$ cat src/rtl/dmc_decode_pkg.sv
// Shared types and default widths for the DMC receive-line decode path.
// The async FIFO wrapper uses the same default widths.
// Optional build macro: DMC_ADAPTIVE_JUDGE_EN (adaptive LONG threshold).
package dmc_decode_pkg;

    localparam int unsigned DMC_DATA_W = 6;
    localparam int unsigned DMC_ADDR_W = 4;

    // One-hot decode states
    typedef enum logic [3:0] {
        ST_IDLE  = 4'b0001,
        ST_PRIME = 4'b0010,
        ST_RUN   = 4'b0100,
        ST_DONE  = 4'b1000
    } dmc_state_e;

    // Interval classes
    typedef enum logic [1:0] {
        CLS_SHORT = 2'd0,
        CLS_LONG  = 2'd1,
        CLS_SYNC  = 2'd2
    } dmc_class_e;

endpackage

$ cat src/rtl/dmc_interval_decoder_classify.sv
// Offset removal (saturating at 0) and SHORT/LONG/SYNC classification of one
// TDC interval sample. Purely combinational.
module dmc_interval_classify
    import dmc_decode_pkg::*;
#(
    parameter int unsigned DATA_W = DMC_DATA_W
) (
    input  logic [DATA_W-1:0] data_i,
    input  logic [DATA_W-1:0] offset_i,
    input  logic [DATA_W-1:0] judge_i,
    input  logic [DATA_W-1:0] sync_judge_i,
    output logic [DATA_W-1:0] corr_o,
    output dmc_class_e        cls_o
);

    logic [DATA_W:0] diff;

    // Subtract offset with a borrow bit; negative results clamp to zero,
    // then compare strictly so equality falls to the lower class
    always_comb begin
        diff   = {1'b0, data_i} - {1'b0, offset_i};
        corr_o = diff[DATA_W] ? '0 : diff[DATA_W-1:0];
        if (corr_o > sync_judge_i) begin
            cls_o = CLS_SYNC;
        end else if (corr_o > judge_i) begin
            cls_o = CLS_LONG;
        end else begin
            cls_o = CLS_SHORT;
        end
    end

endmodule

$ cat src/rtl/dmc_interval_decoder.sv
// Per-line DMC interval decoder: pops TDC interval samples from the show-ahead
// async FIFO, classifies them and decodes biphase-mark bits.
// Optional build macro: DMC_ADAPTIVE_JUDGE_EN tracks the LONG interval and
// derives the SHORT/LONG threshold from it instead of reg_judge.
module dmc_interval_decoder
    import dmc_decode_pkg::*;
#(
    parameter int unsigned DATA_W        = DMC_DATA_W,
    parameter int unsigned ADDR_W        = DMC_ADDR_W,
    parameter int unsigned AVG_SHIFT     = 3,
    parameter int unsigned EMPTY_TIMEOUT = 6,
    parameter int unsigned FPGA          = 0
) (
    input  logic              clk_i,
    input  logic              reset_n_period,
    input  logic              enable,
    input  logic [ADDR_W:0]   start_threshold,
    input  logic [DATA_W-1:0] tdc_offset,
    input  logic [DATA_W-1:0] reg_judge,
    input  logic [DATA_W-1:0] reg_sync_judge,
    input  logic [DATA_W-1:0] reg_long_init,
    input  logic [ADDR_W:0]   fifo_pop_size,
    input  logic              fifo_pop_empty,
    input  logic [DATA_W-1:0] fifo_popd_data,
    output logic              fifo_pop_en,
    output logic              bit_o,
    output logic              bit_vld,
    output logic              sync_o,
    output logic              err_o,
    output logic [7:0]        err_cnt,
    output logic              done_o,
    output logic [DATA_W-1:0] judge_cur
);

    localparam int unsigned CNT_W = $clog2(EMPTY_TIMEOUT + 1);

    if (AVG_SHIFT == 0 || AVG_SHIFT > 16 || EMPTY_TIMEOUT == 0) begin : g_bad_cfg
        $error("dmc_interval_decoder: AVG_SHIFT must be 1..16, EMPTY_TIMEOUT nonzero");
    end

    dmc_state_e        state_q;
    logic              half_q;
    logic [CNT_W-1:0]  empty_cnt_q;
    logic [7:0]        err_cnt_q;
    logic              bit_q;
    logic              bit_vld_q;
    logic              sync_q;
    logic              err_q;
    logic              done_q;

    logic              pop_take;
    logic [DATA_W-1:0] corr;
    dmc_class_e        cls;

    // Pop strobe; with FPGA=1 the FIFO ignores pops while empty, so the
    // decode below still only acts on cycles where a sample was present
    always_comb begin
        if (FPGA != 0) begin
            fifo_pop_en = (state_q == ST_RUN);
        end else begin
            fifo_pop_en = (state_q == ST_RUN) && !fifo_pop_empty;
        end
        pop_take = fifo_pop_en && !fifo_pop_empty;
    end

    dmc_interval_classify #(
        .DATA_W (DATA_W)
    ) u_classify (
        .data_i       (fifo_popd_data),
        .offset_i     (tdc_offset),
        .judge_i      (judge_cur),
        .sync_judge_i (reg_sync_judge),
        .corr_o       (corr),
        .cls_o        (cls)
    );

`ifdef DMC_ADAPTIVE_JUDGE_EN
    localparam int unsigned ACC_W = DATA_W + AVG_SHIFT;

    logic [ACC_W-1:0]  acc_q;
    logic [ACC_W-1:0]  acc_d;
    logic [DATA_W-1:0] avg_d;
    logic [DATA_W-1:0] judge_q;
    logic [DATA_W-1:0] judge_d;

    // Next long-average: seeded on PRIME entry, leaky-integrated on LONG pops;
    // the threshold is derived from the next value so it applies to the next sample
    always_comb begin
        acc_d = acc_q;
        if (enable && state_q == ST_IDLE) begin
            acc_d = ACC_W'(reg_long_init) << AVG_SHIFT;
        end else if (enable && state_q == ST_RUN && pop_take && cls == CLS_LONG) begin
            acc_d = acc_q - (acc_q >> AVG_SHIFT) + ACC_W'(corr);
        end
        avg_d   = DATA_W'(acc_d >> AVG_SHIFT);
        judge_d = avg_d - (avg_d >> 2);
    end

    // Accumulator and threshold registers
    always_ff @(posedge clk_i or negedge reset_n_period) begin
        if (!reset_n_period) begin
            acc_q   <= '0;
            judge_q <= '0;
        end else begin
            acc_q   <= acc_d;
            judge_q <= judge_d;
        end
    end

    assign judge_cur = judge_q;
`else
    assign judge_cur = reg_judge;
`endif

    // Decode FSM with empty-timeout counter, error counter and registered strobes
    always_ff @(posedge clk_i or negedge reset_n_period) begin
        if (!reset_n_period) begin
            state_q     <= ST_IDLE;
            half_q      <= 1'b0;
            empty_cnt_q <= '0;
            err_cnt_q   <= '0;
            bit_q       <= 1'b0;
            bit_vld_q   <= 1'b0;
            sync_q      <= 1'b0;
            err_q       <= 1'b0;
            done_q      <= 1'b0;
        end else begin
            bit_vld_q <= 1'b0;
            sync_q    <= 1'b0;
            err_q     <= 1'b0;
            if (!enable) begin
                state_q     <= ST_IDLE;
                half_q      <= 1'b0;
                empty_cnt_q <= '0;
                done_q      <= 1'b0;
            end else begin
                unique case (state_q)
                    ST_IDLE: begin
                        state_q     <= ST_PRIME;
                        err_cnt_q   <= '0;
                        half_q      <= 1'b0;
                        empty_cnt_q <= '0;
                    end
                    ST_PRIME: begin
                        if (fifo_pop_size >= start_threshold) begin
                            state_q <= ST_RUN;
                        end
                    end
                    ST_RUN: begin
                        if (pop_take) begin
                            empty_cnt_q <= '0;
                            unique case (cls)
                                CLS_SHORT: begin
                                    if (half_q) begin
                                        bit_q     <= 1'b1;
                                        bit_vld_q <= 1'b1;
                                        half_q    <= 1'b0;
                                    end else begin
                                        half_q <= 1'b1;
                                    end
                                end
                                CLS_LONG: begin
                                    bit_q     <= 1'b0;
                                    bit_vld_q <= 1'b1;
                                    if (half_q) begin
                                        err_q  <= 1'b1;
                                        half_q <= 1'b0;
                                        if (err_cnt_q != 8'hFF) begin
                                            err_cnt_q <= err_cnt_q + 8'd1;
                                        end
                                    end
                                end
                                default: begin
                                    sync_q <= 1'b1;
                                    half_q <= 1'b0;
                                end
                            endcase
                        end else if (fifo_pop_empty) begin
                            empty_cnt_q <= empty_cnt_q + 1'b1;
                            if (empty_cnt_q == CNT_W'(EMPTY_TIMEOUT - 1)) begin
                                state_q <= ST_DONE;
                                done_q  <= 1'b1;
                                half_q  <= 1'b0;
                            end
                        end
                    end
                    default: begin
                        done_q <= 1'b1;
                    end
                endcase
            end
        end
    end

    assign bit_o   = bit_q;
    assign bit_vld = bit_vld_q;
    assign sync_o  = sync_q;
    assign err_o   = err_q;
    assign err_cnt = err_cnt_q;
    assign done_o  = done_q;

endmodule

$ cat config.mk
export PLATFORM = sky130hd
export DESIGN_NAME = dmc_interval_decoder
export DESIGN_NICKNAME = d
export VERILOG_FILES = /design/src/rtl/dmc_decode_pkg.sv /design/src/rtl/dmc_interval_decoder_classify.sv /design/src/rtl/dmc_interval_decoder.sv
export SDC_FILE = /design/constraint.sdc
export NUM_CORES = 1
export LEC_CHECK = 0
export CAP_MARGIN = 20
export CORE_AREA = 2 2 53 105
export DETAILED_ROUTE_END_ITERATION = 6
export DIE_AREA = 0 0 55 107
export GPL_TIMING_DRIVEN = 1
export PLACE_DENSITY_LB_ADDON = 0.2
export SYNTH_ARGS = -nofsm -noshare
export SYNTH_HDL_FRONTEND = slang
export SYNTH_SLANG_ARGS = --single-unit
$ cat constraint.sdc
create_clock -name clk_i -period 1.9 [get_ports clk_i]
set_input_delay 0.38 -clock clk_i [delete_from_list [all_inputs] [get_ports clk_i]]
set_output_delay 0.38 -clock clk_i [all_outputs]
set_load 0.02 [all_outputs]
* After elaboration in Yosys (flattened, before gate mapping)
Cells that the tools add are included.
** Cells by class
- Muxes and demuxes :: 45
- Equality and inequality tests :: 20
- Add/sub/neg operators :: 3
- Reduce and logical (&&, ||, !) cells :: 14
- Order comparisons :: 3
** Operators by type and width (number)
- two-way mux 8 bit :: 4
- two-way mux 1 bit :: 24
- two-way mux 4 bit :: 5
- case mux 8 bit (2 select lines) :: 1
- greater-than comparator 6 bit :: 2
- case mux 4 bit (3 select lines) :: 1
- AND reduction 5 bit :: 2
- two-way mux 3 bit :: 3
- != test 3 bit, second input constant :: 3
- adder 8 x 1 -> 8 bit, second input constant :: 1
- != test 2 bit, second input constant :: 4
- != test 8 bit, second input constant :: 1
- case mux 1 bit (2 select lines) :: 4
- subtractor 6 x 6 -> 7 bit :: 1
- two-way mux 6 bit :: 1
- case mux 3 bit (2 select lines) :: 1
- AND reduction 6 bit :: 1
- >= comparator 5 bit :: 1
- equality test 4 x 1 -> 1 bit, second input constant :: 1
- equality test 4 x 2 -> 1 bit, second input constant :: 1
- equality test 4 x 3 -> 1 bit, second input constant :: 1
- != test 2 x 1 -> 1 bit, second input constant :: 2
- != test 4 x 1 -> 1 bit, second input constant :: 1
- != test 4 x 3 -> 1 bit, second input constant :: 1
- 15 further kinds :: 18
** Word-level totals
- Word-level logic and storage cells :: 94
- Register bits :: 21

* Depth between registers and ports, before layout
- Word-level depth :: 11
- Gate-level depth with buffers :: 19
- Gate-level depth less buffers :: 18

* Cells and area by module
A second synthesis with hierarchy kept.
** Unflattened totals
- Cells, all modules :: 215
- Area total of the unflattened synthesis :: 1879.3 µm²
** Modules (own cells, without submodules)
- dmc_interval_decoder :: times used 1, sequential area each 526.8 µm², area an instance 1277.5 µm², cells each 134
- dmc_interval_classify :: times used 1, sequential area each 0.0 µm², area an instance 601.8 µm², cells each 81

* Least setup slack after synthesis
Ideal clock, no wire load.
- Kind :: input-to-reg
- From :: input fifo_popd_data[0]
- To :: register err_cnt_q[1] (netlist: err_cnt[1])
- Cell stages on the path :: 17
- Arrival :: 3699 ps
- Slack :: -1919 ps
- Cell sequence :: inv_1 ha_1 inv_1 fa_1 a211o_1 a21oi_2 nor2_1 nor2_1 nor2_1 ha_1 a31oi_1 nor4b_1 a221o_1 a31o_1 a21o_1 or3b_4 a31o_2
** Between the ends
- Cells in the longest elaborated chain, start to end :: 8
** RTL lines
- start: declaration :: line dmc_interval_decoder.sv:24 : input logic [DATA_W-1:0] fifo_popd_data,
- subtractor 6 x 6 -> 7 bit * :: line dmc_interval_decoder_classify.sv:21 : diff = {1'b0, data_i} - {1'b0, offset_i};
- two-way mux 6 bit * :: line dmc_interval_decoder_classify.sv:22 : corr_o = diff[DATA_W] ? '0 : diff[DATA_W-1:0];
- greater-than comparator 6 bit :: line dmc_interval_decoder_classify.sv:25 : end else if (corr_o > judge_i) begin
- two-way mux 1 bit :: line dmc_interval_decoder_classify.sv:25
- two-way mux 2 bit * :: line dmc_interval_decoder_classify.sv:23 : if (corr_o > sync_judge_i) begin
- equality test 2 x 1 -> 1 bit * :: line dmc_interval_decoder.sv:152 : unique case (cls)
- != test 2 x 1 -> 1 bit (no line) *
- AND reduction 6 bit (no line) *
- end signal: assignment :: line dmc_interval_decoder.sv:169 : err_cnt_q <= err_cnt_q + 8'd1;
- end: declaration :: line dmc_interval_decoder.sv:44 : logic [7:0] err_cnt_q;
Every way passes the cells marked *; elsewhere a longest branch is shown, timed or not.
A chain may end at the register's enable or synchronous reset.

* Worst setup path in the final report
- From :: input fifo_popd_data[0]
- To :: register err_cnt_q[7] (netlist: err_cnt[7])
The elaborated chain is that of the path after synthesis.

==> summary.md <==
| Metric | Value |
|---|---|
| Ys async rst share | `1.00` |
| Full die area | `about 6000 sq um` |
| Crit-path max cell delay | `430 ps` |
| Worst EP arrival | `between 3000 and 4000 ps` |
| Synth Area per Inst | `approximately 8 sq um` |
| DRT iter0 DRCs | `79` |
| CP startpoint kind | `input port` |
| Global-route wire length before repair | `about 11000 microns` |
| Skew-Pair Late Insertion Delay | `260 ps` |
| Synth cell types | `between 50 and 60` |
| Via count | `2492` |
| Core box area | `a little over 5000 sq um` |
| Reg clk slew, reported paths | `~80 ps` |
| Setup Skew | `3.76 ps` |
| Initial core utilization | `0.415` |
| Failing checks | `setup timing` |
| Antenna diode count | `0` |
| FMAX | `around 270 MHz` |
| Critical path's top delay family | `compound AO/OA/AOI/OAI gates` |
| CTS Sinks | `21` |
| PwrDens | `537 nW/um^2` |
| Max Buffers Root-to-Sink | `2` |
| Die X | `55 microns` |
| Post-synthesis sequential area ratio | `0.249` |
| Gpl congestion | `0.937` |
| Ranking of synthesized cells by area | `dfrtp_1 (24%), ha_1 (13%), inv_1 (5.5%), nand2_1 (4.4%), o21ai_0 (3.1%)` |
| Leak pwr | `1.61 nW` |
| # rows | `37` |
| Critical Path Fanout Max | `4` |
| Period utilization | `1.92` |
| Gate Count Post-Synth | `approximately 260` |
| RSZ-0062 raised after global routing | `true` |
| Fillers | `423` |
| Global-route congestion overflow total | `0` |
| Critical Path End Type | `flop` |
| Drt wl/cell | `16.9 microns` |
| Htree depth | `1` |
| DRC viols | `0` |
| Worst Tran Pin Value | `545 ps` |
| WP buf/inv | `3` |
| WP data required | `2060 ps` |
| CP dominant cell by count | `nor2_1` |
| Share of layout cells above drive strength 1 | `0.337` |
| Top-area cell type share of the netlist area | `0.237` |
| ANT nets after route | `0` |
| CTS tree | `yes` |
| Vias in the first global route | `about 2600` |
| Main synth FF type | `dfrtp_1` |
| CP max stage cell | `or3b_4` |
| Final slew viol count | `0` |
| Yosys warning count | `0` |
| Post-synthesis register bit count | `21` |
| Detailed placer's ending HPWL | `5470 microns` |
| Worst IR Drop VDD | `0.433 mV` |
| Most common cell after layout, fill and taps aside | `buf_4` |
| Tmin final | `3650 ps` |
| Layout Cells excl Fill | `about 440` |
| Multi-input gate area | `1600 sq um` |
| Outcome | `complete, but fails checks` |
| Pin count of the biggest net entering global routing | `22` |
| Port bufs | `57` |
| Clock root buffer | `clkbuf_8` |
| P&R area growth vs syn | `65.5%` |
| Final setup TNS | `-20820 ps` |
| HP Class | `input port to async pin` |
| Overall Power | `1.88 mW` |
| Max Cap Viol | `0` |
| Die H | `107 microns` |
| FF/Latch Area | `527 sq um` |
| Final setup margin | `-1750 ps` |
| Total CTS buffers | `3` |
| Io pins | `64` |
| Synth area leader | `dfrtp_1` |
| Slew HR | `0.635` |
| Final #Nets | `448` |
| Final setup viols | `13` |
| Initial antenna violation count | `0` |
| Final hold violations | `0` |
| GRT Resource Usage Total | `0.264` |
| DR vias/cell | `5.69` |
| Number of synthesized flops with an enable pin | `0` |
| DRT Pass-1 Iters | `4` |
| Mapped cell area | `2110 sq um` |
| Crit-path cells | `buf_8, inv_12, ha_4, inv_4, fa_2, a211o_1, a21oi_2, nor2_1, nor2_1, nor2_1, ha_1, a31oi_4, a21boi_1, a221o_1, a31o_1, a21o_1, or3b_4, a31o_4` |
| WL final | `7420 microns` |
| Most frequent cells in the layout | `buf_4 (68), clkdlybuf4s50_1 (43), inv_1 (27), nand2_1 (25), dfrtp_1 (20)` |
| Syn nets | `about 330` |
| Crit Path Category | `input port to flop` |
| Placed insts | `418` |
power by group:
part	internal (mW)	leakage [nW]	total (mW)	switching, mW
Clock	0.150	0.0228	0.301	0.151
Combinational	0.554	1.30	1.06	0.509
Sequential	0.486	0.284	0.512	0.0258
Total	1.19	1.61	1.88	0.687
kinds of logic after synthesis:
logic type                 share of synthesized area
and+or+nand+nor                                0.225
AOI/OAI and AO/OA                              0.243
buffers and inverters                          0.109
adders and majority gates                      0.145
DFF                                            0.249
xor gates and xnor gates                      0.0249
muxes                                        0.00474
state kept, by name, summed over array words and instances, names as in the netlist:
signal       count
sync_o           1
state_q          4
half_q           1
err_cnt          8
empty_cnt_q      3
done_o           1
err_o            1
bit_o            1
bit_vld          1
synth_stat cells, drive strengths merged, types with 2 or more instances:
master,instances
a211oi,2
a21boi,3
a21o,7
a21oi,14
a31o,5
a31oi,2
and2,3
and3,3
buf,9
clkbuf,5
dfrtp,20
ha,22
inv,31
nand2,25
nand2b,3
nand3,11
nand3b,4
nand4,4
nor2,14
nor2b,6
nor3,5
o211ai,4
o21a,2
o21ai,13
o22ai,3
o31ai,5
o32ai,4
o41ai,2
or2,2
or3,2
xnor2,5
per-stage QoR:
step	hold slack, ps	cell area [sq um]	worst slack, ps	utilization
5_1_grt	486	3500	-1840	0.686
3_5_place_dp	514	3130	-2480	0.614
6_report	455	3500	-1750	0.686
3_3_place_gp	500	3130	-2390	0.614
4_1_cts	462	3420	-1710	0.671
2_1_floorplan	84.4	2160	-1840	-
area by class of cell:
cell class | instances | share of cell area
repair buffers | 131 | 0.320
flip-flops and latches | 21 | 0.151
clock buffers | 4 | 0.0129
well taps | 58 | 0.0208
inverters | 31 | 0.0376
multi-input cells | 193 | 0.458
layer usage:
| layer | up-vias | share of wire | GRT usage |
|---|---|---|---|
| li1 | 1174 | - | - |
| met1 | 1175 | 0.30 | 0.220 |
| met2 | 94 | 0.58 | 0.495 |
| met3 | 49 | 0.035 | 0.0209 |
| met4 | 0 | 0.084 | 0.223 |
| met5 | - | 0 | 0 |
path summary, 6_finish.rpt:
kind / from / end / slack [ps] / cells past startpoint
worst min register to register: bit_o / bit_o / 520 / 2
worst max register to register: err_cnt[0] / err_cnt[7] / -330 / 8
max in group asynchronous: reset_n_period / state_q[0] / 1150 / 2
worst max-delay path: fifo_popd_data[0] / err_cnt[7] / -1750 / 18
min in group clk_i: bit_o / bit_o / 520 / 2
worst min-delay path: reset_n_period / empty_cnt_q[1] / 450 / 2
what timing repair did:
action,in CTS,in global routing
resized for setup,56,17
pin swaps,40,25
hold buffers,0,0
endpoints found under the setup margin,20,19
cloned,0,1
buffers inserted,13,4
No activity file was read; power rests on OpenSTA's default activity.
